[config.mk]
export PLATFORM = sky130hd
export DESIGN_NAME = nc_mem_scheduler_flat
export DESIGN_NICKNAME = d
export VERILOG_FILES = /design/src/rtl/nc_sched_pkg.sv /design/src/rtl/nc_mem_scheduler_if.sv /design/src/rtl/nc_rr_picker.sv /design/src/rtl/nc_mem_scheduler.sv /design/src/flat_wrapper.sv
export SDC_FILE = /design/constraint.sdc
export NUM_CORES = 1
export LEC_CHECK = 0
export CORE_MARGIN = 8
export CORE_UTILIZATION = 30
export CTS_BUF_LIST = sky130_fd_sc_hd__clkbuf_16
export CTS_CLUSTER_SIZE = 12
export DETAILED_ROUTE_END_ITERATION = 10
export SLEW_MARGIN = 20
export SYNTH_ARGS = -nofsm -noshare
export SYNTH_HDL_FRONTEND = slang
export SYNTH_SLANG_ARGS = --single-unit
[constraint.sdc]
create_clock -name clk -period 5 [get_ports clk]
set_input_delay 1 -clock clk [delete_from_list [all_inputs] [get_ports clk]]
set_output_delay 1 -clock clk [all_outputs]
set_load 0.02 [all_outputs]
[src/rtl/nc_sched_pkg.sv]
// Shared types and width helpers for the NC memory scheduler.
package nc_sched_pkg;

  typedef enum logic [1:0] {
    FLUSH_IDLE  = 2'd0,
    FLUSH_DRAIN = 2'd1,
    FLUSH_ACK   = 2'd2
  } flush_state_e;

  function automatic int pcnt_width(input int max_pending);
    return $clog2(max_pending + 1);
  endfunction

  // A single requester still carries a 1-bit tag so the response path has a field to route on.
  function automatic int tid_width(input int num_reqs);
    return (num_reqs > 1) ? $clog2(num_reqs) : 1;
  endfunction

endpackage

[src/rtl/nc_mem_scheduler_if.sv]
// Handshake bundle between cache/NC requesters, the scheduler and the memory request port.
interface nc_mem_scheduler_if
  import nc_sched_pkg::*;
#(
  parameter int NUM_REQS    = 4,
  parameter int MAX_PENDING = 8
) ();

  localparam int TID_W  = tid_width(NUM_REQS);
  localparam int PCNT_W = pcnt_width(MAX_PENDING);

  logic                cache_req_valid;
  logic                cache_req_ready;
  logic [NUM_REQS-1:0] nc_req_valid;
  logic [NUM_REQS-1:0] nc_req_rw;
  logic [NUM_REQS-1:0] nc_req_ready;
  logic                mem_req_valid;
  logic                mem_req_ready;
  logic                mem_req_sel_nc;
  logic [TID_W-1:0]    mem_req_nc_tid;
  logic                mem_rsp_nc_fire;
  logic                flush_req;
  logic                flush_ack;
  logic [PCNT_W-1:0]   nc_pending;

  modport master (
    output cache_req_valid, nc_req_valid, nc_req_rw, mem_req_ready, mem_rsp_nc_fire, flush_req,
    input  cache_req_ready, nc_req_ready, mem_req_valid, mem_req_sel_nc, mem_req_nc_tid,
           flush_ack, nc_pending
  );

  modport slave (
    input  cache_req_valid, nc_req_valid, nc_req_rw, mem_req_ready, mem_rsp_nc_fire, flush_req,
    output cache_req_ready, nc_req_ready, mem_req_valid, mem_req_sel_nc, mem_req_nc_tid,
           flush_ack, nc_pending
  );

endinterface

[src/rtl/nc_rr_picker.sv]
// Round-robin picker: one-hot and index of the first request at or after the pointer.
module nc_rr_picker
  import nc_sched_pkg::*;
#(
  parameter int NUM_REQS = 4
) (
  input  logic                           clk,
  input  logic                           reset,
  input  logic [NUM_REQS-1:0]            req,
  input  logic                           fire,
  output logic [NUM_REQS-1:0]            pick,
  output logic [tid_width(NUM_REQS)-1:0] idx
);

  localparam int TID_W = tid_width(NUM_REQS);

  if (NUM_REQS == 1) begin : g_single
    logic unused_single;
    assign unused_single = &{1'b0, clk, reset, fire};
    assign pick = req;
    assign idx  = '0;
  end else begin : g_multi
    logic [TID_W-1:0] ptr;
    logic [TID_W-1:0] cand;

    // Walk from farthest to nearest so the closest request to the pointer is the last one written.
    always_comb begin
      pick = '0;
      idx  = '0;
      cand = '0;
      for (int off = NUM_REQS - 1; off >= 0; off--) begin
        cand = TID_W'((int'(ptr) + off) % NUM_REQS);
        if (req[cand]) begin
          pick       = '0;
          pick[cand] = 1'b1;
          idx        = cand;
        end
      end
    end

    always_ff @(posedge clk or posedge reset) begin
      if (reset) begin
        ptr <= '0;
      end else if (fire) begin
        ptr <= (idx == TID_W'(NUM_REQS - 1)) ? '0 : idx + 1'b1;
      end
    end
  end

endmodule

[src/rtl/nc_mem_scheduler.sv]
// Shares one memory request port between cache misses and round-robin NC requesters.
// Optional NC_SCHED_PERF_EN adds NC stall and starvation-override event counters.
module nc_mem_scheduler
  import nc_sched_pkg::*;
#(
  parameter int NUM_REQS     = 4,
  parameter int MAX_PENDING  = 8,
  parameter int STARVE_LIMIT = 4
) (
  input  logic              clk,
  input  logic              reset,
  nc_mem_scheduler_if.slave bus
`ifdef NC_SCHED_PERF_EN
  ,
  output logic [31:0]       perf_nc_stall_cycles,
  output logic [31:0]       perf_forced_grants
`endif
);

  localparam int PCNT_W   = pcnt_width(MAX_PENDING);
  localparam int TID_W    = tid_width(NUM_REQS);
  localparam int STARVE_W = $clog2(STARVE_LIMIT + 1);
  localparam logic [PCNT_W-1:0]   PEND_MAX   = PCNT_W'(MAX_PENDING);
  localparam logic [STARVE_W-1:0] STARVE_MAX = STARVE_W'(STARVE_LIMIT);

  flush_state_e        state;
  logic                flush_ack_q;
  logic [PCNT_W-1:0]   pending;
  logic [PCNT_W-1:0]   pending_next;
  logic [STARVE_W-1:0] starve_cnt;
  logic [NUM_REQS-1:0] nc_eligible;
  logic [NUM_REQS-1:0] pick;
  logic [TID_W-1:0]    pick_idx;
  logic                read_ok;
  logic                cache_valid;
  logic                nc_any;
  logic                starved;
  logic                sel_nc;
  logic                fire;
  logic                nc_fire;
  logic                cache_fire;
  logic                nc_read_fire;
  logic                rsp_dec;

  // Requests are masked while reset is high so every output reads low during reset.
  assign read_ok     = (pending < PEND_MAX) && (state == FLUSH_IDLE);
  assign cache_valid = bus.cache_req_valid && !reset;
  assign nc_eligible = reset ? '0 : (bus.nc_req_valid & (bus.nc_req_rw | {NUM_REQS{read_ok}}));
  assign nc_any      = |nc_eligible;
  assign starved     = (starve_cnt == STARVE_MAX);
  assign sel_nc      = nc_any && (!cache_valid || starved);

  nc_rr_picker #(.NUM_REQS(NUM_REQS)) u_picker (
    .clk   (clk),
    .reset (reset),
    .req   (nc_eligible),
    .fire  (nc_fire),
    .pick  (pick),
    .idx   (pick_idx)
  );

  assign bus.mem_req_valid   = cache_valid || nc_any;
  assign bus.cache_req_ready = !reset && bus.mem_req_ready && !sel_nc;
  assign bus.nc_req_ready    = {NUM_REQS{bus.mem_req_ready && sel_nc}} & pick;
  assign bus.mem_req_sel_nc  = sel_nc;
  assign bus.mem_req_nc_tid  = sel_nc ? pick_idx : '0;
  assign bus.flush_ack       = flush_ack_q;
  assign bus.nc_pending      = pending;

  assign fire         = bus.mem_req_valid && bus.mem_req_ready;
  assign nc_fire      = fire && sel_nc;
  assign cache_fire   = fire && !sel_nc;
  assign nc_read_fire = nc_fire && ((pick & bus.nc_req_rw) == '0);
  assign rsp_dec      = bus.mem_rsp_nc_fire && (pending != '0);

  always_comb begin
    pending_next = pending;
    case ({nc_read_fire, rsp_dec})
      2'b10:   pending_next = pending + 1'b1;
      2'b01:   pending_next = pending - 1'b1;
      default: pending_next = pending;
    endcase
  end

  // Control state: credits, starvation count and the flush handshake.
  always_ff @(posedge clk or posedge reset) begin
    if (reset) begin
      pending     <= '0;
      starve_cnt  <= '0;
      state       <= FLUSH_IDLE;
      flush_ack_q <= 1'b0;
    end else begin
      pending <= pending_next;

      if (nc_fire || !nc_any) begin
        starve_cnt <= '0;
      end else if (cache_fire && !starved) begin
        starve_cnt <= starve_cnt + 1'b1;
      end

      case (state)
        FLUSH_IDLE: begin
          flush_ack_q <= 1'b0;
          if (bus.flush_req) state <= FLUSH_DRAIN;
        end
        FLUSH_DRAIN: begin
          if (pending_next == '0) begin
            state       <= FLUSH_ACK;
            flush_ack_q <= 1'b1;
          end
        end
        FLUSH_ACK: begin
          state       <= FLUSH_IDLE;
          flush_ack_q <= 1'b0;
        end
        default: begin
          state       <= FLUSH_IDLE;
          flush_ack_q <= 1'b0;
        end
      endcase
    end
  end

  a_rsp_underflow : assert property (@(posedge clk) disable iff (reset)
    !(bus.mem_rsp_nc_fire && (pending == '0)));

`ifdef NC_SCHED_PERF_EN
  logic forced_grant;
  assign forced_grant = nc_fire && cache_valid && starved;

  always_ff @(posedge clk or posedge reset) begin
    if (reset) begin
      perf_nc_stall_cycles <= '0;
      perf_forced_grants   <= '0;
    end else begin
      if ((|bus.nc_req_valid) && !nc_fire) perf_nc_stall_cycles <= perf_nc_stall_cycles + 32'd1;
      if (forced_grant) perf_forced_grants <= perf_forced_grants + 32'd1;
    end
  end
`endif

endmodule
[src/flat_wrapper.sv]
// flat-port wrapper written by rule: the top's interface ports become plain ports
module nc_mem_scheduler_flat import nc_sched_pkg::*;
#(
  parameter int NUM_REQS     = 4,
  parameter int MAX_PENDING  = 8,
  parameter int STARVE_LIMIT = 4
)
  (clk, reset, bus_cache_req_valid, bus_nc_req_valid, bus_nc_req_rw, bus_mem_req_ready, bus_mem_rsp_nc_fire, bus_flush_req, bus_cache_req_ready, bus_nc_req_ready, bus_mem_req_valid, bus_mem_req_sel_nc, bus_mem_req_nc_tid, bus_flush_ack, bus_nc_pending);
  nc_mem_scheduler_if #(.NUM_REQS(NUM_REQS), .MAX_PENDING(MAX_PENDING)) bus_i ();
  input  logic clk;
  input  logic reset;
  input wire logic [$bits(bus_i.cache_req_valid)-1:0] bus_cache_req_valid;
  input wire logic [$bits(bus_i.nc_req_valid)-1:0] bus_nc_req_valid;
  input wire logic [$bits(bus_i.nc_req_rw)-1:0] bus_nc_req_rw;
  input wire logic [$bits(bus_i.mem_req_ready)-1:0] bus_mem_req_ready;
  input wire logic [$bits(bus_i.mem_rsp_nc_fire)-1:0] bus_mem_rsp_nc_fire;
  input wire logic [$bits(bus_i.flush_req)-1:0] bus_flush_req;
  output wire logic [$bits(bus_i.cache_req_ready)-1:0] bus_cache_req_ready;
  output wire logic [$bits(bus_i.nc_req_ready)-1:0] bus_nc_req_ready;
  output wire logic [$bits(bus_i.mem_req_valid)-1:0] bus_mem_req_valid;
  output wire logic [$bits(bus_i.mem_req_sel_nc)-1:0] bus_mem_req_sel_nc;
  output wire logic [$bits(bus_i.mem_req_nc_tid)-1:0] bus_mem_req_nc_tid;
  output wire logic [$bits(bus_i.flush_ack)-1:0] bus_flush_ack;
  output wire logic [$bits(bus_i.nc_pending)-1:0] bus_nc_pending;
  assign bus_i.cache_req_valid = bus_cache_req_valid;
  assign bus_i.nc_req_valid = bus_nc_req_valid;
  assign bus_i.nc_req_rw = bus_nc_req_rw;
  assign bus_i.mem_req_ready = bus_mem_req_ready;
  assign bus_i.mem_rsp_nc_fire = bus_mem_rsp_nc_fire;
  assign bus_i.flush_req = bus_flush_req;
  assign bus_cache_req_ready = bus_i.cache_req_ready;
  assign bus_nc_req_ready = bus_i.nc_req_ready;
  assign bus_mem_req_valid = bus_i.mem_req_valid;
  assign bus_mem_req_sel_nc = bus_i.mem_req_sel_nc;
  assign bus_mem_req_nc_tid = bus_i.mem_req_nc_tid;
  assign bus_flush_ack = bus_i.flush_ack;
  assign bus_nc_pending = bus_i.nc_pending;
  nc_mem_scheduler #(.NUM_REQS(NUM_REQS), .MAX_PENDING(MAX_PENDING), .STARVE_LIMIT(STARVE_LIMIT)) u_core (.clk(clk), .reset(reset), .bus(bus_i));
endmodule
==> results.yml <==
drt:
  drt_drc_violations_left: 0
  drt.antenna.violating_nets: 0
  detail_route.vias_per_cell: 5.48
  detailedRoute.firstIterationViolations: 155
  dr.pass1.iters: 4
  drt-total-wl_um: 3780
  detailroute.via_count: 1365
  wl_per_cell_um: 15.2
clock_network:
  clkSlewWorstSetupHoldPaths_ps: 40
  worstSkewPairLatency_ps: 240
  cts_sinks: 12
  cts.root.buffer_cell: "sky130_fd_sc_hd__clkbuf_16"
  numCtsBuffers: 3
  tritoncts: "built"
  max-clock-path-buffers: 2
  clock_tree.htree_level_count: 1
pwr:
  power.ir.vdd_worst_mv: 0.247
  power.density_cell_area_nw_per_um2: 458
  cellLeakagePower_nw: 0.700
sta:
  layout_worst_path_cycle_share: 0.937
  worst_clock_skew_ps: 1.55
  worst_pin_slew_ps: 554
  fin_crit_ps: 4680
  rsz0062_at_grt: "false"
  fmax_mhz: 213
  timing.hold.ws_ps: 478
  timing_max_transition_violations_final: 0
  slew_headroom: 0.628
  setup-violations-final: 0
  report.final.hold_viol_count: 0
critical_path:
  critical_path.most_common_cell: "sky130_fd_sc_hd__clkdlybuf4s50_1"
  crit_path_end_kind: "output pin"
  cp_slowest_stage_delay_ps: 630
  crit_required_ps: 4000
  worstReg2RegStart: "u_core.bus.nc_pending[3]$_DFF_PP0_"
  critical_path.startpoint_type: "input port"
  critPathLaunch: "bus_nc_req_rw[2]"
  crit_chain: "clkdlybuf4s50_1, o21ai_2, mux4_2, nand2b_4, a221o_1, nor3_1, clkdlybuf4s50_1"
  flop_to_flop_setup_slack_ps: 740
  crit_fanout: 6
  crit_arrival_ps: 3680
  crit_slowest_cell: "sky130_fd_sc_hd__clkdlybuf4s50_1"
  timing_worst_setup_path_type: "in -> out"
global_route:
  grt_util_met1: 0.141
  first_global_vias: 1357
  grt_util_met3: 0.0176
  grt_usage: 0.106
  grt_max_degree: 17
  grt_first_pass_wirelength_um: 6480
  number_of_antenna_violations_at_the_first_check_in_global_routing: 0
  gr-total-overflow: 0
  grt_most_used_layer: "met2"
  met2_usage: 0.175
yosys:
  combinational_family_with_the_most_area_after_synthesis: "compound AO/OA/AOI/OAI gates"
  synthDistinctLibCells: 47
  synth-seq-area-share: 0.224
  area_fraction_in_compound_gates_after_synthesis: 0.317
  syn-mean-instance-area_um2: 8.24
  synth-simple-area-share: 0.209
  syn_inst: 163
  ys_flop_type: "sky130_fd_sc_hd__dfrtp_1"
  synthAdderAreaFrac: 0.121
  syn-cell-area_um2: 1340
  synth_fp_nets: 190
  number_of_flops_mapped_to_enable_cells_by_yosys: 0
  postSynth.asyncResetShare: 1.00
  share_of_synthesized_area_spent_on_multiplexers: 0.0485
  synth_xor_area_frac: 0.0391
  synth.yosys.warnings: 0
  synth-seq-cells: 12
final_layout:
  layoutNonFillerInstCount: 249
  syn_to_final_growth_pct: 34.1
  design_area_um2: 1800
  nNetsFinal: 225
  final_layout_size_suffix_gt1_frac: 0.117
  antenna-diode-count: 0
placement:
  port-buffer-count: 27
  post-dp-hpwl_um: 2800
  routabilityCongestion: 0.827
  dpl_cell_area_um2: 1720
  dp.cells: 245
floorplanning:
  floorplan.initialDensity: 0.310
  num_rows: 24
  floorplan.die_area_um2: 6870
  die_height_um: 82.9
  design.portCount: 28
  die_w_um: 82.9
  core_area_um2: 4320
job:
  max-cap-violations: 0
hold_path:
  timing.hold.worst.start: "u_core.state[1]$_DFFE_PP0P_"
  hold_class: "reg -> reg"
run_status:
  status: "finished, final reports clean"
[registers in the layout (all words and copies together), names as in the netlist]
register	cells
u_core.state	2
u_core.bus.flush_ack	1
u_core.bus.nc_pending	4
u_core.starve_cnt	3
u_core.u_picker.g_multi.ptr	2
[routing by layer]
metal,vias up,wire [µm],share of wire
met1,630,1810,0.48
met4,0,31,0.0082
li1,690,-,-
met3,6,174,0.046
met2,39,1760,0.47
met5,-,0,0
[timing repair]
item	4_1_cts	5_1_grt
hold buffers	0	0
setup endpoints to repair	0	3
buffers inserted	0	0
gates resized for setup	0	2
[cells in the mapped netlist, types with 2 or more instances]
library cell                n  area share
sky130_fd_sc_hd__a221o_1    2       0.015
sky130_fd_sc_hd__and2_1     5       0.023
sky130_fd_sc_hd__nor2_1    11       0.031
sky130_fd_sc_hd__a21oi_1    9       0.034
sky130_fd_sc_hd__inv_1      6       0.017
sky130_fd_sc_hd__xor2_1     3       0.020
sky130_fd_sc_hd__dfrtp_1   12        0.22
sky130_fd_sc_hd__o211ai_1  10       0.056
sky130_fd_sc_hd__o21ai_0    4       0.015
sky130_fd_sc_hd__ha_1      13        0.12
sky130_fd_sc_hd__clkbuf_1   4       0.011
sky130_fd_sc_hd__mux2i_1    2       0.015
sky130_fd_sc_hd__a21o_1     2       0.011
sky130_fd_sc_hd__a221oi_1   3       0.020
sky130_fd_sc_hd__nor3_1     8       0.030
sky130_fd_sc_hd__a31oi_1    4       0.019
sky130_fd_sc_hd__nand3_1    2      0.0075
sky130_fd_sc_hd__nand2_1   18       0.050
sky130_fd_sc_hd__nor2b_1    3       0.014
sky130_fd_sc_hd__a32oi_1    3       0.020
sky130_fd_sc_hd__xnor2_1    3       0.020
sky130_fd_sc_hd__a211oi_1   4       0.022
sky130_fd_sc_hd__o21ai_2    3       0.020
sky130_fd_sc_hd__o21a_1     4       0.022
sky130_fd_sc_hd__mux2_2     2       0.017
sky130_fd_sc_hd__a222oi_1   2       0.015
[where the power goes]
group / leakage [nW] / switching (mW) / internal (mW)
sequential: 0.148 / 0.0533 / 0.132
clock: 0.0385 / 0.0409 / 0.105
combinational: 0.513 / 0.269 / 0.225
total: 0.700 / 0.363 / 0.462
[worst paths after layout]
| path | to | depth (start not counted) |
|---|---|---|
| max in group asynchronous | u_core.starve_cnt[1]$_DFFE_PP0P_ | 3 |
| setup / recovery | bus_mem_req_nc_tid[0] | 7 |
| min in group asynchronous | u_core.u_picker.g_multi.ptr[1]$_DFFE_PP0P_ | 3 |
| hold reg to reg | u_core.state[0]$_DFFE_PP0P_ | 1 |
| setup reg to reg | u_core.state[0]$_DFFE_PP0P_ | 18 |
| hold / removal | u_core.state[0]$_DFFE_PP0P_ | 1 |
[layout by cell type (no fill, tap or decap), types with 4 or more instances in the layout]
cell type | Yosys | routed
sky130_fd_sc_hd__ha_1 | 13 | 13
sky130_fd_sc_hd__nand2_1 | 18 | 18
sky130_fd_sc_hd__a31oi_1 | 4 | 4
sky130_fd_sc_hd__o21a_1 | 4 | 4
sky130_fd_sc_hd__dfrtp_1 | 12 | 12
sky130_fd_sc_hd__nor3_1 | 8 | 8
sky130_fd_sc_hd__and2_1 | 5 | 5
sky130_fd_sc_hd__a21oi_1 | 9 | 9
sky130_fd_sc_hd__buf_4 | 0 | 9
sky130_fd_sc_hd__o211ai_1 | 10 | 10
sky130_fd_sc_hd__inv_1 | 6 | 6
sky130_fd_sc_hd__a211oi_1 | 4 | 4
sky130_fd_sc_hd__clkdlybuf4s50_1 | 0 | 27
sky130_fd_sc_hd__nor2_1 | 11 | 11
[per-stage QoR]
| step | utilization | total power [mW] | worst slack [ps] | TNS [ps] |
|---|---|---|---|---|
| after detailed placement | 0.397 | 0.663 | -63.5 | -102 |
| final | 0.416 | 0.825 | 316 | 0 |
| after floorplan | - | 0.516 | 682 | 0 |
| after global routing | 0.416 | 0.890 | 109 | 0 |
| after global placement | 0.397 | 0.671 | -11.9 | -11.9 |
| after CTS | 0.415 | 0.813 | 124 | 0 |
[layout make-up]
cell class	count	area, µm²
multi-input cells	138	992
flip-flops and latches	12	300
repair buffers	36	338
clock inverters	1	3.75
clock buffers	3	75.1
fillers	456	2520
inverters	7	26.3
well taps	52	65.1
[worst max-delay path, delay by kind of cell]
family | cells | cell delay (ps)
buffers and inverters | 2 | 1230
AO/OA/AOI/OAI | 2 | 530
multiplexers | 1 | 560
AND/OR/NAND/NOR | 2 | 360
[logic make-up (layout without fill, tap and decap cells)]
family / after synthesis / after routing
simple gates: 56 / 56
fa+ha+maj: 13 / 13
xor+xnor: 6 / 6
flops: 12 / 12
buf+inv: 13 / 47
compound gates: 58 / 58
mux: 5 / 5
Power figures use the tool's default switching activity.
